<file path="config.mk">
export PLATFORM = sky130hd
export DESIGN_NAME = alu_writeback
export DESIGN_NICKNAME = d
export VERILOG_FILES = /design/src/rtl/alu_writeback_pkg.sv /design/src/rtl/alu_writeback_proc_flags_reg.sv /design/src/rtl/alu_writeback.sv
export SDC_FILE = /design/constraint.sdc
export NUM_CORES = 1
export LEC_CHECK = 0
export BUFFER_PORTS_ARGS = -buffer_cell sky130_fd_sc_hd__buf_2
export CORE_AREA = 2 2 73 68
export CTS_CLUSTER_DIAMETER = 200
export CTS_CLUSTER_SIZE = 24
export DETAILED_ROUTE_END_ITERATION = 12
export DIE_AREA = 0 0 75 70
export GPL_TIMING_DRIVEN = 0
export PLACE_DENSITY = 0.54
export SETUP_SLACK_MARGIN = 0.02
export SKIP_LAST_GASP = 1
export SYNTH_ARGS = -nofsm -noshare
export SYNTH_HDL_FRONTEND = slang
export SYNTH_SLANG_ARGS = --single-unit
</file>
<file path="constraint.sdc">
create_clock -name clk -period 1.4 [get_ports clk]
set_input_delay 0.21 -clock clk [delete_from_list [all_inputs] [get_ports clk]]
set_output_delay 0.21 -clock clk [all_outputs]
set_load 0.03 [all_outputs]
</file>
<file path="src/rtl/alu_writeback_pkg.sv">
// ALU operation encoding plus the writeback-stage types and result classifier.
`ifndef ALU_INOUT_WIDTH
`define ALU_INOUT_WIDTH 8
`endif
`ifndef PROC_FLAGS_MSB_POS
`define PROC_FLAGS_MSB_POS 1
`endif

package pkg_alu;
  localparam int ALU_INOUT_WIDTH    = `ALU_INOUT_WIDTH;
  localparam int PROC_FLAGS_MSB_POS = `PROC_FLAGS_MSB_POS;
  localparam int PROC_FLAGS_WIDTH   = PROC_FLAGS_MSB_POS + 1;

  // Encodings 11..15 are left unassigned on purpose.
  typedef enum logic [3:0] {
    alu_op_add  = 4'd0,
    alu_op_sub  = 4'd1,
    alu_op_and  = 4'd2,
    alu_op_or   = 4'd3,
    alu_op_xor  = 4'd4,
    alu_op_lsl  = 4'd5,
    alu_op_lsr  = 4'd6,
    alu_op_inc  = 4'd7,
    alu_op_invp = 4'd8,
    alu_op_negp = 4'd9,
    alu_op_cmp  = 4'd10
  } alu_oper;
endpackage

package pkg_alu_wb;
  import pkg_alu::*;

  typedef enum logic {
    ST_IDLE  = 1'b0,
    ST_WR_HI = 1'b1
  } state_t;

  typedef enum logic [1:0] {
    CLS_NONE   = 2'd0,
    CLS_SINGLE = 2'd1,
    CLS_PAIR   = 2'd2,
    CLS_FLAGS  = 2'd3
  } wb_class_t;

  function automatic wb_class_t get_alu_wb_class(input alu_oper oper);
    wb_class_t cls;
    case (oper)
      alu_op_add, alu_op_sub, alu_op_and, alu_op_or,
      alu_op_xor, alu_op_lsl, alu_op_lsr, alu_op_inc: cls = CLS_SINGLE;
      alu_op_invp, alu_op_negp:                       cls = CLS_PAIR;
      alu_op_cmp:                                     cls = CLS_FLAGS;
      default:                                        cls = CLS_NONE;
    endcase
    return cls;
  endfunction
endpackage

</file>
<file path="src/rtl/alu_writeback_proc_flags_reg.sv">
// Architectural flags register with load enable and synchronous reset.
module proc_flags_reg #(
  parameter int WIDTH = 2
) (
  input  logic             clk,
  input  logic             rst,
  input  logic             load,
  input  logic [WIDTH-1:0] d,
  output logic [WIDTH-1:0] q
);
  always_ff @(posedge clk) begin
    if (rst)       q <= '0;
    else if (load) q <= d;
  end
endmodule

</file>
<file path="src/rtl/alu_writeback.sv">
// ALU result writeback: one register write per single result, two (rd, rd+1) per pair result.
module alu_writeback
  import pkg_alu::*;
  import pkg_alu_wb::*;
#(
  parameter int REG_IDX_WIDTH = 4,
  parameter int DATA_WIDTH    = ALU_INOUT_WIDTH
) (
  input  logic                        clk,
  input  logic                        rst,
  input  logic                        in_valid,
  output logic                        in_ready,
  input  alu_oper                     in_oper,
  input  logic [REG_IDX_WIDTH-1:0]    in_rd,
  input  logic [DATA_WIDTH-1:0]       in_out_lo,
  input  logic [DATA_WIDTH-1:0]       in_out_hi,
  input  logic [PROC_FLAGS_WIDTH-1:0] in_flags,
  output logic                        rf_we,
  output logic [REG_IDX_WIDTH-1:0]    rf_waddr,
  output logic [DATA_WIDTH-1:0]       rf_wdata,
  output logic [PROC_FLAGS_WIDTH-1:0] flags_q,
  output state_t                      state
);
  // Handshake: a result transfers on a rising edge where in_valid && in_ready;
  // the producer must hold its result stable while in_valid is high and in_ready is low.
  wb_class_t                  cls;
  logic                       accept;
  logic                       flags_load;
  logic [REG_IDX_WIDTH-1:0]   hi_addr;
  logic [DATA_WIDTH-1:0]      hi_data;

  assign cls        = get_alu_wb_class(in_oper);
  assign in_ready   = (state == ST_IDLE) && !rst;
  assign accept     = in_valid && in_ready;
  assign flags_load = accept && (cls != CLS_NONE);

  always_ff @(posedge clk) begin
    if (rst) begin
      state    <= ST_IDLE;
      rf_we    <= 1'b0;
      rf_waddr <= '0;
      rf_wdata <= '0;
      hi_addr  <= '0;
      hi_data  <= '0;
    end else begin
      case (state)
        ST_IDLE: begin
          rf_we <= 1'b0;
          if (accept && (cls == CLS_SINGLE || cls == CLS_PAIR)) begin
            rf_we    <= 1'b1;
            rf_waddr <= in_rd;
            rf_wdata <= in_out_lo;
          end
          // The hi half is parked here and written on the following edge.
          if (accept && cls == CLS_PAIR) begin
            hi_addr <= in_rd + 1'b1;
            hi_data <= in_out_hi;
            state   <= ST_WR_HI;
          end
        end
        ST_WR_HI: begin
          rf_we    <= 1'b1;
          rf_waddr <= hi_addr;
          rf_wdata <= hi_data;
          state    <= ST_IDLE;
        end
        default: begin
          rf_we <= 1'b0;
          state <= ST_IDLE;
        end
      endcase
    end
  end

  proc_flags_reg #(
    .WIDTH(PROC_FLAGS_WIDTH)
  ) u_flags (
    .clk  (clk),
    .rst  (rst),
    .load (flags_load),
    .d    (in_flags),
    .q    (flags_q)
  );
endmodule
</file>
==> results of run 1 <==
[power groups by stage]
stage / sequential, mW / clock [mW] / combinational, mW
2_1_floorplan: 0.922 / 0 / 0.136
6_report: 0.848 / 0.424 / 0.321
4_1_cts: 0.847 / 0.444 / 0.312
5_1_grt: 0.852 / 0.466 / 0.350
3_5_place_dp: 0.866 / 0 / 0.302
3_3_place_gp: 0.866 / 0 / 0.300
[worst register-to-register path: stages, from the launching register on]
cell and delay, ns:
dfxtp_1 0.38, buf_12 0.17, nand4bb_4 0.15, buf_6 0.17, inv_8 0.06, buf_12 0.13, nand2_1 0.09, a21oi_2 0.05
[repair_timing]
item                                    4_1_cts  5_1_grt
endpoints found under the hold margin         0        0
gates resized for setup                       3       11
hold buffers                                  0        0
endpoints found under the setup margin       10       11
pin swaps                                     0        3
gates cloned                                  0        0
[logic make-up after synthesis]
logic type / synth area share, %
compound gates: 15.8
buf+inv: 7.11
xor+xnor: 1.35
simple gates: 28.2
flops: 43.0
fa+ha+maj: 2.88
mux: 1.54
[cell usage in the layout (no fill, tap or decap), types with 2 or more instances in the layout]
master and instances:
a211oi_1 8, mux2i_1 2, clkbuf_8 3, buf_6 2
nor2b_1 12, nor3_1 12, ha_1 2, buf_2 47
nor2_1 7, a21oi_2 7, nand2_1 20, and3_1 12
a21oi_1 3, dfxtp_1 28, a211oi_2 7, clkbuf_2 2
buf_12 2
[sequential cells by signal (all words and copies together), names as in the netlist]
signal and cells:
hi_addr 4, rf_we 1, rf_waddr 4, hi_data 8, u_flags.q 2, state 1
rf_wdata 8
[area by class of cell]
cell class	count	area [µm²]
buffer	10	93.8
clock buffer	3	41.3
fill	497	2880
inverter	2	15.0
multi-input combinational	101	693
sequential	28	561
tap	65	81.3
timing repair buffer	45	225
[final timing paths]
kind	slack (ns)	cells past startpoint	endpoint
setup / recovery	0.07	8	rf_wdata[2]
hold / removal	0.17	3	u_flags.q[0]
setup reg to reg	0.11	7	hi_data[5]
hold reg to reg	0.46	2	hi_data[1]
[through the flow]
stage	hold WS, ns	cells	cell area, µm²	utilization (%)
2_1_floorplan	0.306	142	1310	-
3_3_place_gp	0.446	252	1620	35.2
3_5_place_dp	0.453	252	1620	35.2
4_1_cts	0.170	254	1670	36.4
5_1_grt	0.174	254	1710	37.2
6_report	0.172	254	1710	37.2
[per-layer routing]
layer / GRT usage (%) / wire (µm) / part of all wire, %
met1: 18.1 / 1590 / 51
met2: 18.0 / 1350 / 43
met3: 4.33 / 182 / 5.8
met4: 1.79 / 21 / 0.67
met5: 0 / 0 / 0
==> impl_results.md, run 1 <==
* Status: complete, no violations
* Fmax achieved at between 700 and 800 MHz
* P&R area growth vs syn at 31.3%
* Synth cell count leaders: 28 x dfxtp_1, 20 x nand2_1, 13 x a211oi_1
* GPL Wtd Cong at a little over 0.8
* Clock slew at reported path FFs at approximately 0.09 ns
* Fin. Hold Viols at 0
* CTS buffer count at 3
* Vias at roughly 1.1k
* First-pass GRT wire length at slightly above 5000 µm
* Internal power at 1.16 mW
* CTS tree: done
* Core ar. at around 4600 µm²
* Post-Syn Area per Cell at 9.17 µm²
* CP delay by family, top: simple AND/OR/NAND/NOR gates
* CP Data Arrival Time at roughly 1.5 ns
* Vias per cell at around 4.4
* # rows at 24
* Sinks on Clock Net at 28
* Final #Nets at around 220
* EDFF count, synth at 0
* IO buf count at between 40 and 50
* Synth Warn # at 0
* Worst setup path start: in_oper[0]
* Drt drc at 0
* Switching power at around 0.44 mW
* CP Launch Type: input port
* Worst Tran Pin Value at roughly 0.55 ns
* Routed length per instance at between 10 and 15 µm
* Final worst setup slack at 0.0680 ns
* Final critical path time including I/O delays and setup at roughly 1.3 ns
* Cell taking the most area after synthesis: dfxtp_1
* Comb pwr share at 20.1%
* Hold Crit Start: in_flags[0]
* Worst skew pair latency at approximately 0.27 ns
* Post-CTS Setup Repair Bufs at 0
* First-pass detailed-route iteration total at 4
* Synth Flop Type: dfxtp_1
* Sequential power share at between 50% and 60%
* Sequential share of the synthesized area at 43.0%
* Pins over their slew limit at 0
* PwrDens at about 930 nW/µm²
* Asr flop ratio synth at 0%
* Die width at roughly 75 µm
* ANT nets after route at 0
* Critical path class: input port to register
* Synth top area cells: dfxtp_1 43%, a211oi_1 7.5%, and3_1 5.8%
* Final worst path period share at roughly 95%
* # IOs at 46
* Antenna cells at 0
* DIE AREA at between 5000 and 6000 µm²
* Initial DRC count at 39
* Max Cap Viol at 0
* Synth Register Bits at 28
* HPWL reported at the end of detailed placement at around 2300 µm
* Setup Slack @ Placement at -0.330 ns
* Max incr delay on CP at roughly 0.26 ns
* Slowest CP cell: ha_4
* Largest net degree at the start of global routing at 20
* Crit path max fanout at 10
* Cells after Synth at 142
* Layout cells sized above 1 at around two fifths
* Worst min path class: input port to register
* Clk buf depth at 2
* CP endpoint kind: register
* Leakage at ~0.75 nW
* Worst-case vdd ir drop at 609 µV
* Synth Net Count at between 150 and 200
* WP buf/inv at 2
* All-Layer GR Usage at approximately 12%
* Critical path, cell by cell: buf_2 -> nor2_1 -> a21boi_2 -> ha_4 -> clkbuf_4 -> and3_1 -> a211oi_1 -> nor3_1
* Mapped Area at ~1300 µm²
* Sw frac at 27.5%
* RSZ-0062 raised after global routing: yes
* Setup-failing EPs final at 0
* Worst EP required at about 1.5 ns
* Design Power at approximately 1.6 mW
* Die Y-Extent at approximately 70 µm
* Initial Utilization at between 20% and 30%
* Clock skew at 0.00378 ns
* Global route overflow at 0
* DRT Wirelength at between 3000 and 4000 µm
* Reg2reg start: state
* Most common cell in the netlist: dfxtp_1
* Netlist cell types at 27
* Setup TNS at 0 ns
* Number of H-tree levels at 1
* Vias in the first global route at about 1.1k
* Initial antenna violation count at 0
* Slew HR at a little over three fifths
* CTS root buf: clkbuf_8
* Clock Power Share at about a quarter
* Post-synth top area share at 43.0%
Note: power is estimated with default switching activity, not from simulation.
==> inputs of run 2 (changes only) <==
--- a/config.mk
+++ b/config.mk
@@ -6,13 +6,13 @@
 export NUM_CORES = 1
 export LEC_CHECK = 0
 export BUFFER_PORTS_ARGS = -buffer_cell sky130_fd_sc_hd__buf_2
-export CORE_AREA = 2 2 73 68
+export CORE_AREA = 2 2 61 57
 export CTS_CLUSTER_DIAMETER = 200
 export CTS_CLUSTER_SIZE = 24
 export DETAILED_ROUTE_END_ITERATION = 12
-export DIE_AREA = 0 0 75 70
+export DIE_AREA = 0 0 63 59
 export GPL_TIMING_DRIVEN = 0
-export PLACE_DENSITY = 0.54
+export PLACE_DENSITY = 0.73
 export SETUP_SLACK_MARGIN = 0.02
 export SKIP_LAST_GASP = 1
 export SYNTH_ARGS = -nofsm -noshare
==> constraint.sdc (replaced) <==
create_clock -name clk -period 1.18 [get_ports clk]
set_input_delay 0.177 -clock clk [delete_from_list [all_inputs] [get_ports clk]]
set_output_delay 0.177 -clock clk [all_outputs]
set_load 0.03 [all_outputs]
==> run 2 against run 1 <==
Net effect:
- the run now ends with setup timing left
- final area up 22%
- sequential cell count is the same
- clock skew grew 0.0031 ns
- core utilization increased by 32 points
- via count grew 11%
- critical endpoint is now in_ready
- largest power group unchanged
- highest routed layer unchanged
==> impl_results.md, run 2 (synthesized netlist as in run 1, its figures left out) <==
* Final #Nets at roughly 240
* Global route overflow at 0
* Most Used Layer, Global Route: met2
* GR Util met2 at between 30% and 40%
* Worst skew pair latency at roughly 0.34 ns
* Number of cells on the worst reg-to-reg path at 4
* RSZ-0062 raised after global routing: yes
* Die Y-Extent at ~60 µm
* Internal power at between 1 and 1.5 mW
* Critical path, cell by cell: buf_6 -> clkbuf_16 -> nor2_4 -> buf_6
* Comb pwr share at between 20% and 30%
* Fmax achieved at roughly 730 MHz
* P&R area growth vs syn at 59.7%
* GPL Wtd Cong at 0.790
* Critical path depth in cells at 4
* Leakage at ~0.93 nW
* Drt drc at 0
* CTS tree: done
* Critical path class: register to output pin
* Setup TNS at -2.23 ns
* Worst reg2reg endpoint: rf_wdata[2]
* Clock Power Share at around 25%
* WP buf/inv at 3
* CP Launch Type: register
* Setup-failing EPs final at 27
* First-pass detailed-route iteration total at 6
* Reg2Reg Setup Slack at -0.16 ns
* Leading cell type in the layout, fill and taps excluded: buf_2
* Pins over their slew limit at 0
* HPWL reported at the end of detailed placement at between 2000 and 2500 µm
* Worst setup path start: state
* Layout cells sized above 1 at approximately 63%
* Core ar. at between 3000 and 4000 µm²
* Vias per cell at 5.05
* CP endpoint kind: output pin
* Clock skew at a little under 0.007 ns
* Sequential power share at around half
* DIE AREA at between 3000 and 4000 µm²
* Vias at approximately 1.2k
* ANT nets after route at 0
* Commonest cells after routing, fill and taps aside: 46 x buf_2, 27 x dfxtp_1, 15 x a211oi_2
* Vias in the first global route at 1226
* Crit path max fanout at 4
* Met1 Track Usage GR at 23.5%
* Slew HR at approximately three fifths
* Die width at around 63 µm
* Sinks on Clock Net at 28
* Slowest CP cell: dfxtp_4
* Fin. Hold Viols at 0
* All-Layer GR Usage at 19.3%
* Final critical path time including I/O delays and setup at between 1 and 1.5 ns
* CTS root buf: clkbuf_4
* Final worst path period share at 116%
* Worst min path class: input port to register
* Initial Utilization at between 40 and 50%
* Clock slew at reported path FFs at 0.16 ns
* PwrDens at 961 nW/µm²
* Worst EP required at 1.00 ns
* DRT Wirelength at approximately 3700 µm
* Most frequent CP cell: buf_6
* Largest regs: hi_data (8), rf_wdata (8)
* CP Data Arrival Time at about 1.2 ns
* Setup crit end: in_ready
* Routed length per instance at around 15 µm
* Switching power at approximately 0.59 mW
* Final worst setup slack at -0.184 ns
* # IOs at 46
* Sw frac at between 20% and 30%
* CP delay by family, top: buffers and inverters
* Worst Tran Pin Value at roughly 0.59 ns
* Number of H-tree levels at 1
* First-pass GRT wire length at about 5500 µm
* Violated checks: setup timing
* Initial antenna violation count at 0
* M3 GR Usage at under 10%
* IO buf count at 45
* Worst-case vdd ir drop at around 450 µV
* Status: finished with violations
* # rows at 19
* Max incr delay on CP at around 0.37 ns
* Max Cap Viol at 0
* CTS buffer count at 3
* Initial DRC count at 67
* Final core occ at between 60% and 70%
* Reg2reg start: state
* Largest net degree at the start of global routing at 16
* Clk buf depth at 2
* Antenna cells at 0
[run 2: cell count changes in the layout (fill, tap and decap cells not counted), moves of 3 or more]
cell / delta
buf_8: +3
buf_6: +6
a211oi_1: -8
buf_4: +5
nand2_2: +3
a211oi_2: +8
nand2_4: +8
and3_1: -9
nand2_1: -11
and3_4: +9
[run 2: repair_timing]
| action | CTS | global route |
|---|---|---|
| cloned | 1 | 1 |
| resized for setup | 15 | 20 |
| setup buffers | 8 | 3 |
| hold buffers | 0 | 0 |
| setup endpoints to repair | 23 | 28 |
| pin swaps | 3 | 11 |
[run 2: worst min-delay path: stages]
cell	delay [ns]
buf_2	0.09
nand2_1	0.04
a21oi_1	0.05
[run 2: metrics by stage]
step	hold slack, ns	setup slack [ns]	power (mW)	instances	area, µm²
after CTS	0.0605	-0.168	1.94	242	1950
after global placement	0.419	-0.324	1.43	229	1760
after detailed placement	0.423	-0.369	1.44	229	1760
after floorplan	0.272	-0.131	1.31	142	1480
final	0.0540	-0.184	2.00	246	2080
after global routing	0.0439	-0.234	2.08	246	2080
[run 2: per-layer routing]
| layer | up-vias | wire length, µm |
|---|---|---|
| met3 | 4 | 115 |
| li1 | 621 | - |
| met1 | 590 | 1650 |
| met2 | 28 | 1840 |
| met5 | - | 0 |
| met4 | 0 | 46 |
[run 2: final cells by class]
| cell class | count | area (µm²) |
|---|---|---|
| flip-flops and latches | 28 | 564 |
| well taps | 42 | 52.6 |
| clock buffers | 4 | 36.3 |
| inverters | 2 | 20.0 |
| repair buffers | 58 | 389 |
| fillers | 250 | 940 |
| plain buffers | 11 | 124 |
| multi-input cells | 101 | 893 |
[run 2: power by group through the flow]
stage          sequential (mW)  clock [mW]  combinational, mW
2_1_floorplan             1.10           0              0.214
3_3_place_gp              1.02           0              0.408
3_5_place_dp              1.03           0              0.415
4_1_cts                   1.01       0.487              0.445
5_1_grt                   1.01       0.537              0.529
6_report                  1.01       0.493              0.497
[run 2: how the worst min path moves through the flow]
stage	slack [ns]	endpoint	cells past startpoint	from
after floorplan	0.27	hi_addr[0]	1	in_rd[0]
after global placement	0.42	u_flags.q[1]	3	in_flags[1]
after detailed placement	0.42	hi_data[0]	3	in_out_hi[0]
after CTS	0.06	hi_data[0]	3	in_out_hi[0]
after global routing	0.04	hi_data[3]	3	in_out_hi[3]
final	0.05	hi_data[0]	3	in_out_hi[0]
